**src/rtl/plt_pkg.sv**
```systemverilog
// plt_pkg: PLT mode encodings, the config-loader state type and the state-to-mode mapping.
package plt_pkg;
  localparam logic [1:0] MODE_CFG  = 2'b00;
  localparam logic [1:0] MODE_USE  = 2'b01;
  localparam logic [1:0] MODE_TEST = 2'b10;
  typedef enum logic [1:0] {ST_IDLE, ST_SHIFT, ST_VERIFY, ST_RUN} state_e;
  function automatic logic [1:0] mode_of(state_e s);
    return s == ST_RUN ? MODE_USE : s == ST_VERIFY ? MODE_TEST : MODE_CFG;
  endfunction
endpackage

```
**src/rtl/plt_cfg_shifter.sv**
```systemverilog
// plt_cfg_shifter: parallel-load, LSB-first right-shift register with a bit counter and last-bit flag.
module plt_cfg_shifter #(
  parameter int W = 28
) (
  input  logic         clk,
  input  logic         clear_n,
  input  logic         load,
  input  logic         shift,
  input  logic [W-1:0] din,
  output logic         sout,
  output logic         last_bit
);
  localparam int CW = $clog2(W + 1);
  logic [W-1:0]  sr_q, sr_d;
  logic [CW-1:0] cnt_q, cnt_d;
  always_comb begin
    sr_d  = load ? din : shift ? sr_q >> 1 : sr_q;
    cnt_d = load ? '0 : shift ? cnt_q + CW'(1) : cnt_q;
  end
  always_ff @(posedge clk or negedge clear_n) begin
    if (!clear_n) begin
      sr_q  <= '0;
      cnt_q <= '0;
    end else begin
      sr_q  <= sr_d;
      cnt_q <= cnt_d;
    end
  end
  assign sout     = sr_q[0];
  assign last_bit = cnt_q == CW'(W - 1);
endmodule

```
**src/rtl/plt_config_loader.sv**
```systemverilog
// plt_config_loader: accepts a parallel word and shifts it LSB-first into a PLT, then switches it to usage mode.
// Build option PLT_CFG_READBACK_EN adds a two-cycle VERIFY (test mode) comparing scan_rd against a shadow copy.
module plt_config_loader
  import plt_pkg::*;
#(
  parameter  int N     = 8,
  localparam int CFG_W = 4 * (N - 1)
) (
  input  logic             clk,
  input  logic             clear_n,
  input  logic [CFG_W-1:0] cfg_data,
  input  logic             cfg_valid,
  output logic             cfg_ready,
  output logic             config_in,
  output logic             cfg_shift,
  output logic [1:0]       mode,
  input  logic [CFG_W-1:0] scan_rd,
  output logic             done,
  output logic             error
);
  state_e     state_q, state_d;
  logic       cfg_ready_q, cfg_ready_d;
  logic       cfg_shift_q, cfg_shift_d;
  logic       done_q, done_d;
  logic [1:0] mode_q, mode_d;
  logic       hs, sout, last_bit;
  assign hs = cfg_valid & cfg_ready_q;
  plt_cfg_shifter #(.W(CFG_W)) u_shifter (
    .clk      (clk),
    .clear_n  (clear_n),
    .load     (hs),
    .shift    (state_q == ST_SHIFT),
    .din      (cfg_data),
    .sout     (sout),
    .last_bit (last_bit)
  );
`ifdef PLT_CFG_READBACK_EN
  localparam state_e SHIFT_EXIT = ST_VERIFY;
  logic [CFG_W-1:0] shadow_q, shadow_d;
  logic             phase_q, phase_d;
  logic             error_q, error_d;
  always_comb begin
    shadow_d = hs ? cfg_data : shadow_q;
    phase_d  = state_q == ST_VERIFY && !phase_q;
    error_d  = hs ? 1'b0 : (state_q == ST_VERIFY && phase_q && scan_rd != shadow_q) ? 1'b1 : error_q;
  end
  always_ff @(posedge clk or negedge clear_n) begin
    if (!clear_n) begin
      shadow_q <= '0;
      phase_q  <= 1'b0;
      error_q  <= 1'b0;
    end else begin
      shadow_q <= shadow_d;
      phase_q  <= phase_d;
      error_q  <= error_d;
    end
  end
  assign error = error_q;
`else
  localparam state_e SHIFT_EXIT = ST_RUN;
  logic unused_scan;
  assign unused_scan = ^scan_rd;
  assign error       = 1'b0;
`endif
  // Outputs are registered from the next state so they line up with the state they describe.
  always_comb begin
    state_d = state_q;
    if (hs) state_d = ST_SHIFT;
    else if (state_q == ST_SHIFT && last_bit) state_d = SHIFT_EXIT;
`ifdef PLT_CFG_READBACK_EN
    else if (state_q == ST_VERIFY && phase_q) state_d = scan_rd == shadow_q ? ST_RUN : ST_IDLE;
`endif
    cfg_ready_d = state_d == ST_IDLE || state_d == ST_RUN;
    cfg_shift_d = state_d == ST_SHIFT;
    mode_d      = mode_of(state_d);
    done_d      = state_d == ST_RUN && state_q != ST_RUN;
  end
  always_ff @(posedge clk or negedge clear_n) begin
    if (!clear_n) begin
      state_q     <= ST_IDLE;
      cfg_ready_q <= 1'b0;
      cfg_shift_q <= 1'b0;
      mode_q      <= MODE_CFG;
      done_q      <= 1'b0;
    end else begin
      state_q     <= state_d;
      cfg_ready_q <= cfg_ready_d;
      cfg_shift_q <= cfg_shift_d;
      mode_q      <= mode_d;
      done_q      <= done_d;
    end
  end
  assign cfg_ready = cfg_ready_q;
  assign cfg_shift = cfg_shift_q;
  assign config_in = cfg_shift_q & sout;
  assign mode      = mode_q;
  assign done      = done_q;
endmodule
```
**config.mk**
```make
export PLATFORM = sky130hd
export DESIGN_NAME = plt_config_loader
export DESIGN_NICKNAME = d
export VERILOG_FILES = /design/src/rtl/plt_pkg.sv /design/src/rtl/plt_cfg_shifter.sv /design/src/rtl/plt_config_loader.sv
export SDC_FILE = /design/constraint.sdc
export NUM_CORES = 1
export LEC_CHECK = 0
export BUFFER_PORTS_ARGS = -buffer_cell sky130_fd_sc_hd__buf_2
export CORE_UTILIZATION = 45
export CTS_CLUSTER_SIZE = 20
export DETAILED_ROUTE_END_ITERATION = 12
export PLACE_DENSITY_LB_ADDON = 0.3
export RECOVER_POWER = 25
export SETUP_SLACK_MARGIN = 0.1
export SYNTH_ARGS = -nofsm -noshare
export SYNTH_HDL_FRONTEND = slang
export SYNTH_SLANG_ARGS = --single-unit
```
**constraint.sdc**
```tcl
create_clock -name clk -period 1.6 [get_ports clk]
set_input_delay 0.32 -clock clk [delete_from_list [all_inputs] [get_ports clk]]
set_output_delay 0.32 -clock clk [all_outputs]
set_load 0.03 [all_outputs]
```
; ---- Yosys cells after proc, flatten, opt, wreduce, memory -nomap -nowiden
; Index checks and enable logic that the tools add are counted.
[word_totals]
ff_bits = 40
latchBits = 0
ramBits = 0
romBits = 0
input_bits = 59
output_inout_bits = 7
elab_cells = 29
n_memories = 0
[classes]
add_sub_neg = 1
mul = 0
n_div = 0
order_cmp = 0
eq_ne = 6
shifts = 0
n_mux = 8
bitwise = 2
n_reduce_logical = 5
[ops]
columns = op, count
row1 = $mux W28, 2
row2 = $mux W5, 2
row3 = $mux W2, 4
row4 = $add A5 B1 Y5 const B, 1
row5 = $eq A5 B5 Y1 const B, 1
row6 = $eq A2 B1 Y1 const B, 2
row7 = $eq A2 B2 Y1 const B, 2
row8 = $and A1 B1 Y1, 2
row9 = $logic_and A1 B1 Y1, 2
row10 = $logic_not A2 Y1, 1
row11 = $ne A2 B2 Y1 const B, 1
row12 = $reduce_bool A2 Y1, 1
row13 = $logic_or A1 B1 Y1, 1

; ---- Logic depth before layout (Yosys ltp)
[logic_depth]
depth_word = 7
ltp_mapped = 6
ltp_nobuf = 6

; ---- Hierarchy
; A second synthesis with hierarchy kept.
[unflattened]
hier_cells = 166
area_unflattened_um2 = 1853.0
[modules_own_cells]
columns = mod, instances, cells_per_inst, area_per_inst_um2, seq_area_each_um2
row1 = plt_cfg_shifter, 1, 145, 1575.3, 825.8
row2 = plt_config_loader, 1, 21, 277.8, 175.2

; ---- Worst setup path after synthesis
; No wires, ideal clock.
[synth_path]
path_kind = register -> register
start = register cfg_ready_q, in the netlist cfg_ready
end = register done_q, in the netlist done
setup_time_ns = 0.132
arrival_time_ns = 1.291
required_ns = 1.468
setup_slack_ns = 0.177
stages_incl_launch_ff = 7
path_buffers = 1
period_less_slack_ns = 1.423
cell_sequence = dfrtp_1 > and2_1 > buf_2 > nor2_1 > inv_1 > ha_1 > a21boi_0
[synth_between]
elab_chain_cells = 4
[synth_rtl]
columns = element, line_no
row1 = "start, declared", plt_config_loader.sv:22  ; logic cfg_ready_q, cfg_ready_d;
row2 = "start signal, assigned", plt_config_loader.sv:87  ; cfg_ready_q <= cfg_ready_d;
row3 = $and A1 B1 Y1, plt_config_loader.sv:27  ; assign hs = cfg_valid & cfg_ready_q;
row4 = $mux W2, plt_config_loader.sv:68  ; if (hs) state_d = ST_SHIFT;
row5 = net state_d[0], plt_config_loader.sv:21  ; state_e state_q, state_d;
row6 = $eq A2 B2 Y1, plt_config_loader.sv:76  ; done_d = state_d == ST_RUN && state_q != ST_RUN;
row7 = $logic_and A1 B1 Y1, plt_config_loader.sv:76
row8 = net done_d, plt_config_loader.sv:24  ; logic done_q, done_d;
row9 = "end signal, assigned", plt_config_loader.sv:90  ; done_q <= done_d;
row10 = "end, declared", plt_config_loader.sv:24
; The timed path passes the listed nets, and every way through them passes these cells.
; A chain may end at the register's enable or synchronous reset.

; ---- Final worst setup path
[layout_path]
start = register u_shifter.cnt_q[0]
end = register done_q, in the netlist done
[layout_between]
elab_chain_cells = 6
[layout_rtl]
columns = element, line_no
row1 = "start, declared", plt_cfg_shifter.sv:15  ; logic [CW-1:0] cnt_q, cnt_d;
row2 = "start signal, assigned", plt_cfg_shifter.sv:26  ; cnt_q <= cnt_d;
row3 = $eq A5 B5 Y1, plt_cfg_shifter.sv:30  ; assign last_bit = cnt_q == CW'(W - 1);
row4 = $logic_and A1 B1 Y1, plt_config_loader.sv:69  ; else if (state_q == ST_SHIFT && last_bit) state_d = SHIFT_EXIT;
row5 = $mux W2, plt_config_loader.sv:69
row6 = $mux W2, plt_config_loader.sv:68
row7 = net state_d[1], plt_config_loader.sv:21
row8 = $eq A2 B2 Y1, plt_config_loader.sv:76
row9 = $logic_and A1 B1 Y1, plt_config_loader.sv:76
row10 = net done_d, plt_config_loader.sv:24
; The timed path passes the listed nets, and every way through them passes these cells.

==> flow_metrics.py <==
metrics = {
    "cts": {
        "htree_levels": 2,
        "clk_latency_ns": 0.29,
        "clk_pin_slew_ns": 0.07,
        "cts_tree": "done",
        "clock_path_buffers": 2,
        "clock-sinks": 40,
        "clock-root-buffer": "clkbuf_8",
        "cts_made_buffers": 5,
    },
    "critical_path": {
        "worst-setup-path-type": "reg -> reg",
        "critPathMaxFanout": 3,
        "cp.required_ns": 1.81,
        "start_kind": "register",
        "r2r-start": "u_shifter.cnt_q[0]$_DFFE_PN0P_",
        "crit_arrival_ns": 1.67,
        "cp-end-kind": "register",
        "reg2reg_to": "done$_DFF_PN0_",
        "ff2ff_setup_slack_ns": 0.14,
        "ff2ff_path_depth": 6,
    },
    "sta": {
        "min_period_ns": 1.46,
        "fin_skew_ns": 0.00471,
        "setup_viol": 0,
        "grt_setup_unrepaired": "false",
        "fmax_mhz": 686,
        "fin_crit_sh_pct": 91.1,
        "hold_violations": 0,
        "drv_slew": 0,
        "tns_ns": 0,
    },
    "worst_hold_path": {
        "min_path_type": "in -> reg",
        "hold_start": "cfg_data[27]",
        "hold_path_end": "u_shifter.sr_q[27]$_DFFE_PN0P_",
        "worstHoldPathCells": 3,
    },
    "detailed_routing": {
        "drt_iter0_markers": 38,
        "drc": 0,
        "wire_per_inst_um": 12.2,
        "wirelength_um": 3130,
        "num_vias": 1281,
        "first_pass_iters": 4,
        "drtAntennaViolNets": 0,
        "vias_per_cell": 4.98,
    },
    "pwr": {
        "p_comb_share_pct": 37.3,
        "p_leak_uw": 0.000986,
        "p_switching_uw": 1340,
        "seqPwrFrac_pct": 42.6,
        "swShare_pct": 34.7,
        "p_int_uw": 2530,
        "p_total_uw": 3870,
        "power_frac_clock_pct": 20.2,
        "power_density_mw_per_mm2": 1780,
        "ir_drop_mv": 0.878,
    },
    "finish": {
        "utilization_pct": 57.6,
        "drive_gt1_share_pct": 26.8,
        "diodes": 0,
        "nets": 271,
        "area_growth_pct": 19.6,
    },
    "yosys": {
        "ys_seq_area_share_pct": 55.1,
        "ys_warn_count": 0,
        "synth_cell_types": 23,
        "ys_top_cells_by_area": "dfrtp_1 (55%), mux2i_1 (15%), o21ai_1 (7.4%)",
        "syn_area_per_cell_sq_um": 10.8,
        "yosys.area.top_type_share_pct": 55.1,
        "ys_ff_latch": 40,
        "syn_nets": 231,
        "synth-edff-count": 0,
        "syn-instance-count": 168,
        "async_flop_share_pct": 100,
        "ys.flop_type": "dfrtp_1",
        "synth_area_sq_mm": 0.00182,
        "synth_top_area_cell": "dfrtp_1",
    },
    "floorplanning": {
        "die_y_um": 65.5,
        "io_pins": 66,
        "fp.dieW_um": 65.5,
        "num_rows": 22,
        "core_sq_mm": 0.00377,
        "die-area_sq_mm": 0.00429,
        "start_util_pct": 48.1,
    },
    "status": {
        "status": "finished, final reports clean",
    },
    "placement": {
        "hpwl_um": 2250,
        "io_buffers": 36,
        "routabilityCongestion": 0.783,
    },
    "global_route": {
        "antenna_found_initial": 0,
        "grt_max_degree": 40,
        "grt_pass1_vias": 1259,
        "grt_overflow": 0,
        "grt_pass1_wl_um": 5380,
        "track_usage_pct": 16.7,
    },
    "flow_run": {
        "maxCapViolCount": 0,
    },
}
-- sequential cells by signal, summed over array words and instances, names as in the netlist --
signal,flops
u_shifter.sr_q,28
u_shifter.cnt_q,5
mode,2
state_q,2
cfg_ready,1
cfg_shift,1
done,1
-- cells in the final DEF (no fill, tap or decap) --
cell type	count
a21boi_1	1
a21oi_1	2
and2_1	1
and2_2	1
buf_12	1
buf_2	35
buf_4	7
bufinv_16	1
clkbuf_1	1
clkbuf_2	1
clkbuf_8	5
clkinv_2	1
conb_1	1
dfrtp_1	40
dlygate4sd3_1	1
ha_1	2
ha_2	2
inv_1	1
mux2i_1	28
nand2_1	33
nand2b_2	1
nand3_1	1
nand3b_1	2
nor2_1	4
nor3_2	1
o21a_1	1
o21ai_0	3
o21ai_1	27
or3_1	2
xor2_1	2
-- critical path, stage by stage, from the launching register on --
cell	delay (ns)
dfrtp_1	0.38
ha_2	0.19
nand2_1	0.08
nor3_2	0.18
o21a_1	0.20
ha_2	0.20
a21boi_1	0.15
-- power by group through the flow --
| stage | Combinational, uW | Sequential (uW) | Clock [uW] |
|---|---|---|---|
| floorplan | 1130 | 1680 | 0 |
| finish | 1440 | 1650 | 780 |
| global placement | 1360 | 1640 | 0 |
| CTS | 1420 | 1650 | 815 |
| detailed placement | 1420 | 1660 | 0 |
| global route | 1610 | 1690 | 864 |
-- final cells by class --
cell class	count	area (sq um)
flip-flops and latches	40	1000
clock buffers	6	72.6
fillers	324	1600
inverters	1	3.75
clock inverters	2	35.0
multi-input cells	115	736
repair buffers	45	263
well taps	48	60.1
-- per-stage QoR --
step | cell area (sq um) | hold slack [ns] | std cells | setup WS (ns)
4_1_cts | 2140 | 0.224 | 254 | 0.134
6_report | 2170 | 0.234 | 257 | 0.142
3_3_place_gp | 2020 | 0.280 | 245 | 0.120
5_1_grt | 2170 | 0.237 | 257 | 0.0904
3_5_place_dp | 2020 | 0.286 | 245 | 0.0628
2_1_floorplan | 1820 | 0.0244 | 168 | 0.177
-- cell usage after synthesis (2+ instances only) --
master and n:
o21ai_1 27, a21oi_1 2, ha_1 4, mux2i_1 28, buf_8 3, or3_1 2, o21ai_0 3, dfrtp_1 40
clkbuf_1 5, and2_1 2, buf_2 2, xor2_1 2, nand2_1 33, nand3b_1 2, nor2_1 4, buf_4 2
-- timing repair --
action                                  CTS  global route
setup buffers                             0             3
endpoints found under the setup margin    1             2
hold endpoints to repair                 18             0
pin swaps                                 0             2
gates resized for setup                   1             3
hold buffers                              1             0
-- metal layers --
layer  vias up  wire (um)  track usage, %
li1        646          -               -
met1       601       1390            19.3
met2        30       1550            29.1
met3         4        152            6.25
met4         0         37            4.08
met5         -          0               0
-- logic make-up after synthesis --
kind of cell               share of synthesized area [%]
adders and majority gates                           2.76
xor gates and xnor gates                           0.965
buffers and inverters                               5.10
and+or+nand+nor                                     10.8
other                                              0.207
DFF                                                 55.1
AOI/OAI and AO/OA                                   9.65
muxes                                               15.4
-- worst max path at each step --
stage	start	slack [ns]	endpoint	cells past startpoint
floorplan	cfg_ready$_DFF_PN0_	0.18	done$_DFF_PN0_	6
global placement	u_shifter.cnt_q[0]$_DFFE_PN0P_	0.12	done$_DFF_PN0_	6
detailed placement	u_shifter.cnt_q[0]$_DFFE_PN0P_	0.06	done$_DFF_PN0_	6
CTS	u_shifter.cnt_q[0]$_DFFE_PN0P_	0.13	done$_DFF_PN0_	6
global route	u_shifter.cnt_q[0]$_DFFE_PN0P_	0.09	done$_DFF_PN0_	6
finish	u_shifter.cnt_q[0]$_DFFE_PN0P_	0.14	done$_DFF_PN0_	6
(Power assumes the default switching activity.)
